==> src/rtl/edit_field_if.sv <==
// Button levels in, cursor/blink/pulse outputs back out for the edit-mode controller.
// Handshake: there is no valid/ready pair; buttons are levels sampled every clk
// edge and every output is a registered level or a one-cycle pulse.
interface edit_field_if;
  logic       btn_mode;
  logic       btn_up;
  logic       btn_down;
  logic [3:0] field;
  logic       edit_active;
  logic       blank;
  logic       inc;
  logic       dec;
  logic [3:0] dbg_state;

  modport slave (
    input  btn_mode, btn_up, btn_down,
    output field, edit_active, blank, inc, dec, dbg_state
  );

  modport master (
    output btn_mode, btn_up, btn_down,
    input  field, edit_active, blank, inc, dec, dbg_state
  );
endinterface

==> src/rtl/edit_field_ctrl.sv <==
// Edit-mode cursor for the clock/date/chrono display: walks nine fields on mode
// presses, blinks the selected one, and emits inc/dec pulses for the counters.
module edit_field_ctrl #(
  parameter int BLINK_DIV   = 12500000,
  parameter int TIMEOUT_CYC = 250000000
) (
  input  logic        clk,
  input  logic        reset,
  edit_field_if.slave bus
);

  localparam int BW = (BLINK_DIV > 1) ? $clog2(BLINK_DIV) : 1;
  localparam int TW = (TIMEOUT_CYC > 1) ? $clog2(TIMEOUT_CYC) : 1;
  localparam logic [BW-1:0] BLINK_LAST = BW'(BLINK_DIV - 1);
  localparam logic [TW-1:0] TO_LAST    = TW'(TIMEOUT_CYC - 1);

  typedef enum logic [3:0] {
    IDLE = 4'd0, F1 = 4'd1, F2 = 4'd2, F3 = 4'd3, F4 = 4'd4,
    F5 = 4'd5, F6 = 4'd6, F7 = 4'd7, F8 = 4'd8, F9 = 4'd9
  } state_t;

  state_t          state, state_next;
  logic            mode_prev, up_prev, down_prev;
  logic            mode_ev, up_ev, down_ev, any_ev, ud_ev;
  logic            timeout_hit, inc_next, dec_next;
  logic [BW-1:0]   blink_cnt;
  logic            phase;
  logic [TW-1:0]   to_cnt;
  logic            edit_q, inc_q, dec_q;

  assign mode_ev = bus.btn_mode & ~mode_prev;
  assign up_ev   = bus.btn_up   & ~up_prev;
  assign down_ev = bus.btn_down & ~down_prev;
  assign ud_ev   = up_ev | down_ev;
  assign any_ev  = mode_ev | ud_ev;

  // Any button event, even one discarded by priority, keeps edit mode alive.
  assign timeout_hit = (state != IDLE) && (to_cnt == TO_LAST) && !any_ev;
  assign inc_next    = (state != IDLE) && up_ev && !down_ev && !mode_ev;
  assign dec_next    = (state != IDLE) && down_ev && !up_ev && !mode_ev;

  always_comb begin
    state_next = state;
    if (state == IDLE) begin
      if (mode_ev) state_next = F1;
    end else if (mode_ev) begin
      state_next = (state == F9) ? IDLE : state_t'(state + 4'd1);
    end else if (timeout_hit) begin
      state_next = IDLE;
    end
  end

  always_ff @(posedge clk or negedge reset) begin
    if (!reset) begin
      state     <= IDLE;
      mode_prev <= 1'b0;
      up_prev   <= 1'b0;
      down_prev <= 1'b0;
      edit_q    <= 1'b0;
      inc_q     <= 1'b0;
      dec_q     <= 1'b0;
    end else begin
      state     <= state_next;
      mode_prev <= bus.btn_mode;
      up_prev   <= bus.btn_up;
      down_prev <= bus.btn_down;
      edit_q    <= (state_next != IDLE);
      inc_q     <= inc_next;
      dec_q     <= dec_next;
    end
  end

  // Restarting on adjustments keeps the field visible while it is being changed.
  always_ff @(posedge clk or negedge reset) begin
    if (!reset) begin
      blink_cnt <= '0;
      phase     <= 1'b0;
    end else if (state_next == IDLE || state_next != state || ud_ev) begin
      blink_cnt <= '0;
      phase     <= 1'b0;
    end else if (blink_cnt == BLINK_LAST) begin
      blink_cnt <= '0;
      phase     <= ~phase;
    end else begin
      blink_cnt <= blink_cnt + 1'b1;
    end
  end

  always_ff @(posedge clk or negedge reset) begin
    if (!reset) begin
      to_cnt <= '0;
    end else if (any_ev || state == IDLE || state_next == IDLE) begin
      to_cnt <= '0;
    end else begin
      to_cnt <= to_cnt + 1'b1;
    end
  end

  assign bus.field       = state;
  assign bus.dbg_state   = state;
  assign bus.edit_active = edit_q;
  assign bus.blank       = phase;
  assign bus.inc         = inc_q;
  assign bus.dec         = dec_q;

endmodule

==> src/flat_wrapper.sv <==
// flat-port wrapper written by rule: the top's interface ports become plain ports
module edit_field_ctrl_flat 
#(
  parameter int BLINK_DIV   = 12500000,
  parameter int TIMEOUT_CYC = 250000000
)
  (clk, reset, bus_btn_mode, bus_btn_up, bus_btn_down, bus_field, bus_edit_active, bus_blank, bus_inc, bus_dec, bus_dbg_state);
  edit_field_if bus_i ();
  input  logic clk;
  input  logic reset;
  input wire logic [$bits(bus_i.btn_mode)-1:0] bus_btn_mode;
  input wire logic [$bits(bus_i.btn_up)-1:0] bus_btn_up;
  input wire logic [$bits(bus_i.btn_down)-1:0] bus_btn_down;
  output wire logic [$bits(bus_i.field)-1:0] bus_field;
  output wire logic [$bits(bus_i.edit_active)-1:0] bus_edit_active;
  output wire logic [$bits(bus_i.blank)-1:0] bus_blank;
  output wire logic [$bits(bus_i.inc)-1:0] bus_inc;
  output wire logic [$bits(bus_i.dec)-1:0] bus_dec;
  output wire logic [$bits(bus_i.dbg_state)-1:0] bus_dbg_state;
  assign bus_i.btn_mode = bus_btn_mode;
  assign bus_i.btn_up = bus_btn_up;
  assign bus_i.btn_down = bus_btn_down;
  assign bus_field = bus_i.field;
  assign bus_edit_active = bus_i.edit_active;
  assign bus_blank = bus_i.blank;
  assign bus_inc = bus_i.inc;
  assign bus_dec = bus_i.dec;
  assign bus_dbg_state = bus_i.dbg_state;
  edit_field_ctrl #(.BLINK_DIV(BLINK_DIV), .TIMEOUT_CYC(TIMEOUT_CYC)) u_core (.clk(clk), .reset(reset), .bus(bus_i));
endmodule
==> config.mk <==
export PLATFORM = sky130hd
export DESIGN_NAME = edit_field_ctrl_flat
export DESIGN_NICKNAME = d
export VERILOG_FILES = /design/src/rtl/edit_field_if.sv /design/src/rtl/edit_field_ctrl.sv /design/src/flat_wrapper.sv
export SDC_FILE = /design/constraint.sdc
export NUM_CORES = 1
export LEC_CHECK = 0
export BUFFER_PORTS_ARGS = -buffer_cell sky130_fd_sc_hd__buf_4
export CAP_MARGIN = 20
export CORE_MARGIN = 8
export CORE_UTILIZATION = 65
export CTS_BUF_LIST = sky130_fd_sc_hd__clkbuf_2 sky130_fd_sc_hd__clkbuf_4 sky130_fd_sc_hd__clkbuf_8
export DETAILED_ROUTE_END_ITERATION = 16
export MAX_ROUTING_LAYER = met4
export PLACE_DENSITY = 0.84
export RECOVER_POWER = 50
export SLEW_MARGIN = 15
export SYNTH_ARGS = -nofsm -noshare
export SYNTH_HDL_FRONTEND = slang
export SYNTH_SLANG_ARGS = --single-unit
==> constraint.sdc <==
create_clock -name clk -period 5.4 [get_ports clk]
set_input_delay 0.27 -clock clk [delete_from_list [all_inputs] [get_ports clk]]
set_output_delay 0.27 -clock clk [all_outputs]
set_load 0.01 [all_outputs]
==> metrics.json, run 1 <==
{
  "result_of_the_run": "finished with violations",
  "violations": "max-capacitance violations, max-slew violations",
  "multi_input_area_um2": 1590,
  "timing.reg2reg.worst_path_depth": 5,
  "layout_common_cells": "sky130_fd_sc_hd__dfrtp_1 (63), sky130_fd_sc_hd__nand2_1 (27), sky130_fd_sc_hd__nand3_1 (20)",
  "fin_hold_ws_ps": 68.6,
  "vias_per_cell": 6.35,
  "synth-edff-count": 0,
  "cp.required_ps": 5120,
  "worst_slack_placed_ps": 3260,
  "place.detailed.hpwl_um": 4370,
  "route.final.wire_length_um": 6780,
  "grt_first_pass_wirelength_um": 11500,
  "finish.cell_count_without_fillers": 421,
  "global_route.overflow_total": 0,
  "critPathLaunchType": "primary input",
  "num_rows": 25,
  "die_area_um2": 7530,
  "timing.rr.end": "u_core.blink_cnt[2]$_DFF_PN0_",
  "fmax_mhz": 356,
  "synthCells": 340,
  "die_w_um": 86.8,
  "dr.pass1.iters": 4,
  "finalSetupViolCount": 0,
  "grt_pass1_vias": 2477,
  "finalNetCount": 356,
  "largest_incremental_delay_on_the_critical_path_ps": 2240,
  "grt_max_degree": 64,
  "skew_ps": 7.55,
  "clkSlewWorstSetupHoldPaths_ps": 70,
  "syn_area_um2": 3260,
  "critical_path.max_fanout": 63,
  "gp_congestion": 0.852,
  "post_drt_wl_per_cell_um": 16.1,
  "end_kind": "async pin",
  "worst_slew_pin_slew_ps": 3220,
  "grtUsageMet3_pct": 4.73,
  "fillCellCount": 341,
  "regArea_um2": 1580,
  "worstSetupPathType": "primary input to async pin",
  "cts_hold_buffers": 0,
  "routed-via-count": 2673,
  "grtUsageTotal_pct": 19.8,
  "worstHoldStart": "bus_btn_down",
  "power-per-cell-area_nw_per_um2": 316,
  "dominantRegCellSynth": "sky130_fd_sc_hd__dfrtp_1",
  "cts.root.buffer_cell": "sky130_fd_sc_hd__clkbuf_8",
  "number_of_warnings_issued_by_yosys": 0,
  "antennaDiodeCount": 0,
  "ff2ff_setup_slack_ps": 3250,
  "num_io_pins": 17,
  "leakagePower_nw": 1.37,
  "worst_hold_path_ep": "u_core.down_prev$_DFF_PN0_",
  "r2r_start": "u_core.blink_cnt[14]$_DFF_PN0_",
  "buffer_ports.inserted": 16,
  "critical_path.cell_chain": "clkbuf_1",
  "final_core_utilization_pct": 75.2,
  "final_layout_size_suffix_gt1_share_pct": 11.3,
  "finalHoldViolations": 0,
  "setup_ws_ps": 2590,
  "grt_busiest_layer": "met2",
  "gr-usage-met1_pct": 24.3,
  "maximum_vdd_drop_uv": 292,
  "synth_nets": 347,
  "max_slew_margin_pct": -115,
  "die_height_um": 86.8,
  "starting_drc_count_in_detailed_routing": 148,
  "cts_buffer_depth": 2,
  "initial_core_util_pct": 68.0,
  "layout_commonest_cell": "sky130_fd_sc_hd__dfrtp_1",
  "postSynthAreaPerCell_um2": 9.58,
  "syn_to_final_growth_pct": 10.6,
  "synth_sequential_area_ratio_pct": 48.4,
  "initial_antenna_violation_count": 0,
  "post-cts-setup-buffer-count": 0,
  "timing.critical_path.arrival_ps": 2530,
  "cts_tree": "built",
  "clock-sinks": 63,
  "crit_slowest_cell": "sky130_fd_sc_hd__clkbuf_1",
  "cts-buffers-inserted": 9,
  "synthArstFlopShare_pct": 100,
  "worstPathBufferInverterCount": 1,
  "gr-usage-met2_pct": 30.3,
  "yosysUniqueCellTypes": 40,
  "clk_latency_ps": 340,
  "fin_setup_tns_ps": 0,
  "postCtsResizedCells": 0,
  "hold_path_class": "primary input to register",
  "rsz_0062_raised_after_global_routing": "false",
  "drc_errors": 0,
  "detail-route-antenna-nets": 0,
  "timing.final.max_slew_violations": 64,
  "dp.cells": 405,
  "ys_ff_latch": 63,
  "post-route-period-util_pct": 52.0,
  "timing.hold.worst_path_depth": 1,
  "critical_path.top_delay_family": "buffers and inverters",
  "maxCapViolCount": 1,
  "cts.htree.levels": 3,
  "placeableCoreArea_um2": 4790,
  "layout_min_cycle_time_ps": 2810
}
[state kept, by name, indices dropped and copies added, names as in the netlist]
name and flops:
u_core.bus.dec 1, u_core.bus.dbg_state 4, u_core.blink_cnt 24, u_core.bus.edit_active 1, u_core.down_prev 1, u_core.bus.blank 1
u_core.mode_prev 1, u_core.up_prev 1, u_core.bus.inc 1, u_core.to_cnt 28
[worst reg2reg max path, delay by kind of cell, from the launching register on]
family / cells / cell delay (ps)
flops: 1 / 430
simple gates: 4 / 1280
buf+inv: 1 / 320
[worst max-delay path by stage]
| stage | from | slack (ps) | depth (start not counted) | to |
|---|---|---|---|---|
| after floorplan | u_core.bus.dbg_state[2]$_DFF_PN0_ | 3400 | 6 | u_core.blink_cnt[13]$_DFF_PN0_ |
| after global placement | u_core.to_cnt[0]$_DFF_PN0_ | 3110 | 5 | u_core.to_cnt[10]$_DFF_PN0_ |
| after detailed placement | u_core.blink_cnt[2]$_DFF_PN0_ | 3260 | 4 | u_core.blink_cnt[23]$_DFF_PN0_ |
| after CTS | u_core.blink_cnt[5]$_DFF_PN0_ | 3230 | 4 | u_core.blink_cnt[23]$_DFF_PN0_ |
| after global routing | reset | 1800 | 1 | u_core.to_cnt[0]$_DFF_PN0_ |
| final | reset | 2590 | 1 | u_core.to_cnt[17]$_DFF_PN0_ |
[cells by family after synthesis]
logic type / Yosys count / share of synthesized area [%]
and+or+nand+nor: 164 / 28.9
buffers and inverters: 25 / 3.38
xor gates and xnor gates: 26 / 6.99
adders and majority gates: 2 / 0.769
AOI/OAI and AO/OA: 59 / 11.2
muxes: 1 / 0.307
DFF: 63 / 48.4
[layout make-up]
cell class | instances | share of cell area [%]
clock inverters | 3 | 1.18
multi-input cells | 252 | 44.0
well taps | 67 | 2.33
flip-flops and latches | 63 | 43.8
inverters | 5 | 0.521
clock buffers | 13 | 4.45
repair buffers | 18 | 3.68
[metrics by stage]
stage | area (um2) | power (mW)
after detailed placement | 3410 | 0.736
after global routing | 3600 | 1.19
after CTS | 3610 | 1.15
final | 3600 | 1.14
after global placement | 3390 | 0.722
after floorplan | 3260 | 0.661
[metal layers]
| layer | vias up | share of wire [%] |
|---|---|---|
| li1 | 1283 | - |
| met1 | 1318 | 45 |
| met2 | 63 | 50 |
| met3 | 9 | 4.1 |
| met4 | 0 | 1.4 |
| met5 | - | 0 |
[power breakdown]
| part | switching [mW] | leakage [nW] | total, mW | internal, mW |
|---|---|---|---|---|
| logic | 0.103 | 0.403 | 0.180 | 0.0776 |
| clock network | 0.176 | 0.104 | 0.416 | 0.241 |
| registers | 0.0434 | 0.862 | 0.542 | 0.499 |
[Yosys cell counts, drive strengths merged, types with 2 or more instances]
cell    instances  area (um2)
a211oi         10        80.1
a21oi          16        80.1
and2            3        18.8
and3            9        56.3
and4            7        62.6
buf             5        35.0
clkbuf         15        56.3
dfrtp          63        1580
ha              2        25.0
inv             5        18.8
nand2          27         101
nand2b          3        18.8
nand3          21         118
nand4          17         106
nor2           18        67.6
nor3           17        85.1
nor3b           4        30.0
nor4            4        25.0
nor4b           3        26.3
o21ai          17        85.1
o22ai           2        12.5
o31ai          11        82.6
or3            12        77.6
or4            16         125
xnor2          12         105
xor2           14         123
(Power assumes the default switching activity.)
==> run 2, diff against run 1 <==
Settings changed: CORE_UTILIZATION 65 to 63, PLACE_DENSITY 0.84 to 0.82.
Clock period 5.4 ns to 2.6 ns, I/O delays scaled along.
==> run 2 against run 1 <==
- the run ends with max-capacitance violations left
- total power rose by 100%
- combinational power up 110%
- register-to-register slack lost 2800 ps
- cell count is 1.7% higher
- count of clock-buffer cells in the layout unchanged
- highest routed layer unchanged
==> metrics.json, run 2 (synthesis results as in run 1) <==
{
  "routed-via-count": 2667,
  "detail-route-antenna-nets": 0,
  "die_w_um": 87.9,
  "postCtsResizedCells": 0,
  "cts_tree": "built",
  "gp_congestion": 0.868,
  "regMostFlops": "u_core.to_cnt",
  "clk_latency_ps": 330,
  "layout_commonest_cell": "sky130_fd_sc_hd__dfrtp_1",
  "max_slew_margin_pct": 0.203,
  "maxCapViolCount": 1,
  "violations": "max-capacitance violations",
  "initial_core_util_pct": 64.6,
  "post-cts-setup-buffer-count": 0,
  "clock-sinks": 63,
  "timing.critical_path.arrival_ps": 2400,
  "cts.htree.levels": 3,
  "worst_setup_path_startpoint": "u_core.blink_cnt[0]$_DFF_PN0_",
  "route.final.wire_length_um": 6760,
  "hold_path_class": "primary input to register",
  "fin_setup_tns_ps": 0,
  "dr.pass1.iters": 4,
  "result_of_the_run": "finished with violations",
  "largest_reg_flops": 28,
  "die_height_um": 87.9,
  "initial_antenna_violation_count": 0,
  "placeableCoreArea_um2": 5040,
  "worst_slew_pin_slew_ps": 1500,
  "finalHoldViolations": 0,
  "cell_internal_pwr_mw": 1.62,
  "timing.reg2reg.worst_path_depth": 5,
  "global_route.overflow_total": 0,
  "vias_per_cell": 6.23,
  "cts.root.buffer_cell": "sky130_fd_sc_hd__clkbuf_8",
  "worstHoldStart": "bus_btn_mode",
  "leakagePower_nw": 1.37,
  "critical_path.max_fanout": 9,
  "power.switching_uw": 665,
  "worstSetupPathType": "register to register",
  "clkSlewWorstSetupHoldPaths_ps": 70,
  "layout_min_cycle_time_ps": 2150,
  "power-per-cell-area_nw_per_um2": 631,
  "ff2ff_setup_slack_ps": 450,
  "skew_ps": 8.12,
  "place.detailed.hpwl_um": 4470,
  "antennaDiodeCount": 0,
  "power.switching_fraction_pct": 29.1,
  "finalNetCount": 360,
  "final_layout_size_suffix_gt1_share_pct": 10.6,
  "cts-buffers-inserted": 9,
  "maximum_vdd_drop_uv": 542,
  "grt_pass1_vias": 2508,
  "grtUsageTotal_pct": 19.5,
  "fmax_mhz": 464,
  "multi_input_area_um2": 1590,
  "share_seq_of_total_power_pct": 49.2,
  "cp.required_ps": 2840,
  "timing.final.max_slew_violations": 0,
  "rsz_0062_raised_after_global_routing": "false",
  "cts_hold_buffers": 4,
  "cp-endpoint": "u_core.blink_cnt[22]$_DFF_PN0_",
  "num_rows": 26,
  "grt_first_pass_wirelength_um": 11500,
  "num_io_pins": 17,
  "end_kind": "register",
  "layout_common_cells": "sky130_fd_sc_hd__dfrtp_1 (63), sky130_fd_sc_hd__nand2_1 (27), sky130_fd_sc_hd__nand3_1 (20)",
  "timing.rr.end": "u_core.blink_cnt[22]$_DFF_PN0_",
  "cts_buffer_depth": 2,
  "die_area_um2": 7720,
  "drc_errors": 0,
  "post-route-period-util_pct": 82.8,
  "regArea_um2": 1580,
  "finish.instance_area_um2": 3610,
  "power_frac_clock_pct": 34.2,
  "finalSetupViolCount": 0,
  "r2r_start": "u_core.blink_cnt[0]$_DFF_PN0_",
  "fillCellCount": 384,
  "critPathLaunchType": "register",
  "buffer_ports.inserted": 16,
  "grt_max_degree": 64,
  "comb_power_share_pct": 16.6,
  "placed_area_um2": 3420,
  "syn_to_final_growth_pct": 11.0,
  "post_drt_wl_per_cell_um": 15.8,
  "starting_drc_count_in_detailed_routing": 114
}
## run 2: routing by layer
metal	wire [um]	GRT usage [%]	part of all wire, %	up-vias
met5	0	-	0	-
met4	90	7.97	1.3	0
met3	175	4.13	2.6	8
met2	3520	32.7	52	34
met1	2970	22.0	44	1335
li1	-	-	-	1290
## run 2: worst max-delay path, stage by stage, from the launching register on
cell and delay [ps]:
sky130_fd_sc_hd__dfrtp_1 410, sky130_fd_sc_hd__ha_1 250, sky130_fd_sc_hd__and4_2 310, sky130_fd_sc_hd__nand4_1 310, sky130_fd_sc_hd__or4_1 560, sky130_fd_sc_hd__a211oi_1 240
## run 2: area by class of cell
cell class	count	share of cell area, %
multi-input combinational	252	43.9
clock inverter	3	0.485
tap	70	2.42
timing repair buffer	22	4.50
sequential	63	43.6
clock buffer	13	4.60
inverter	5	0.519
## run 2: worst min path at each step
stage                                      to  slack (ps)  cells after the start
4_1_cts        u_core.blink_cnt[11]$_DFF_PN0_         440                      2
2_1_floorplan   u_core.blink_cnt[0]$_DFF_PN0_        -170                      0
5_1_grt            u_core.mode_prev$_DFF_PN0_         470                      2
6_report           u_core.mode_prev$_DFF_PN0_         490                      2
3_3_place_gp         u_core.up_prev$_DFF_PN0_         250                      1
3_5_place_dp   u_core.blink_cnt[11]$_DFF_PN0_         250                      1
## run 2: per-stage QoR
stage	instances	power, mW	worst slack, ps	hold slack [ps]	utilization (%)
floorplan	340	1.37	598	-166	-
global placement	408	1.52	543	250	67.7
detailed placement	408	1.53	468	253	67.7
CTS	428	2.31	441	441	72.2
global route	428	2.39	296	474	71.7
finish	428	2.28	446	491	71.7
## run 2: power by group through the flow
stage               registers [mW]  clock network (mW)  logic [mW]
floorplan                     1.13                   0       0.242
global placement              1.13                   0       0.384
detailed placement            1.14                   0       0.390
CTS                           1.12               0.794       0.395
global route                  1.13               0.843       0.418
finish                        1.12               0.781       0.378
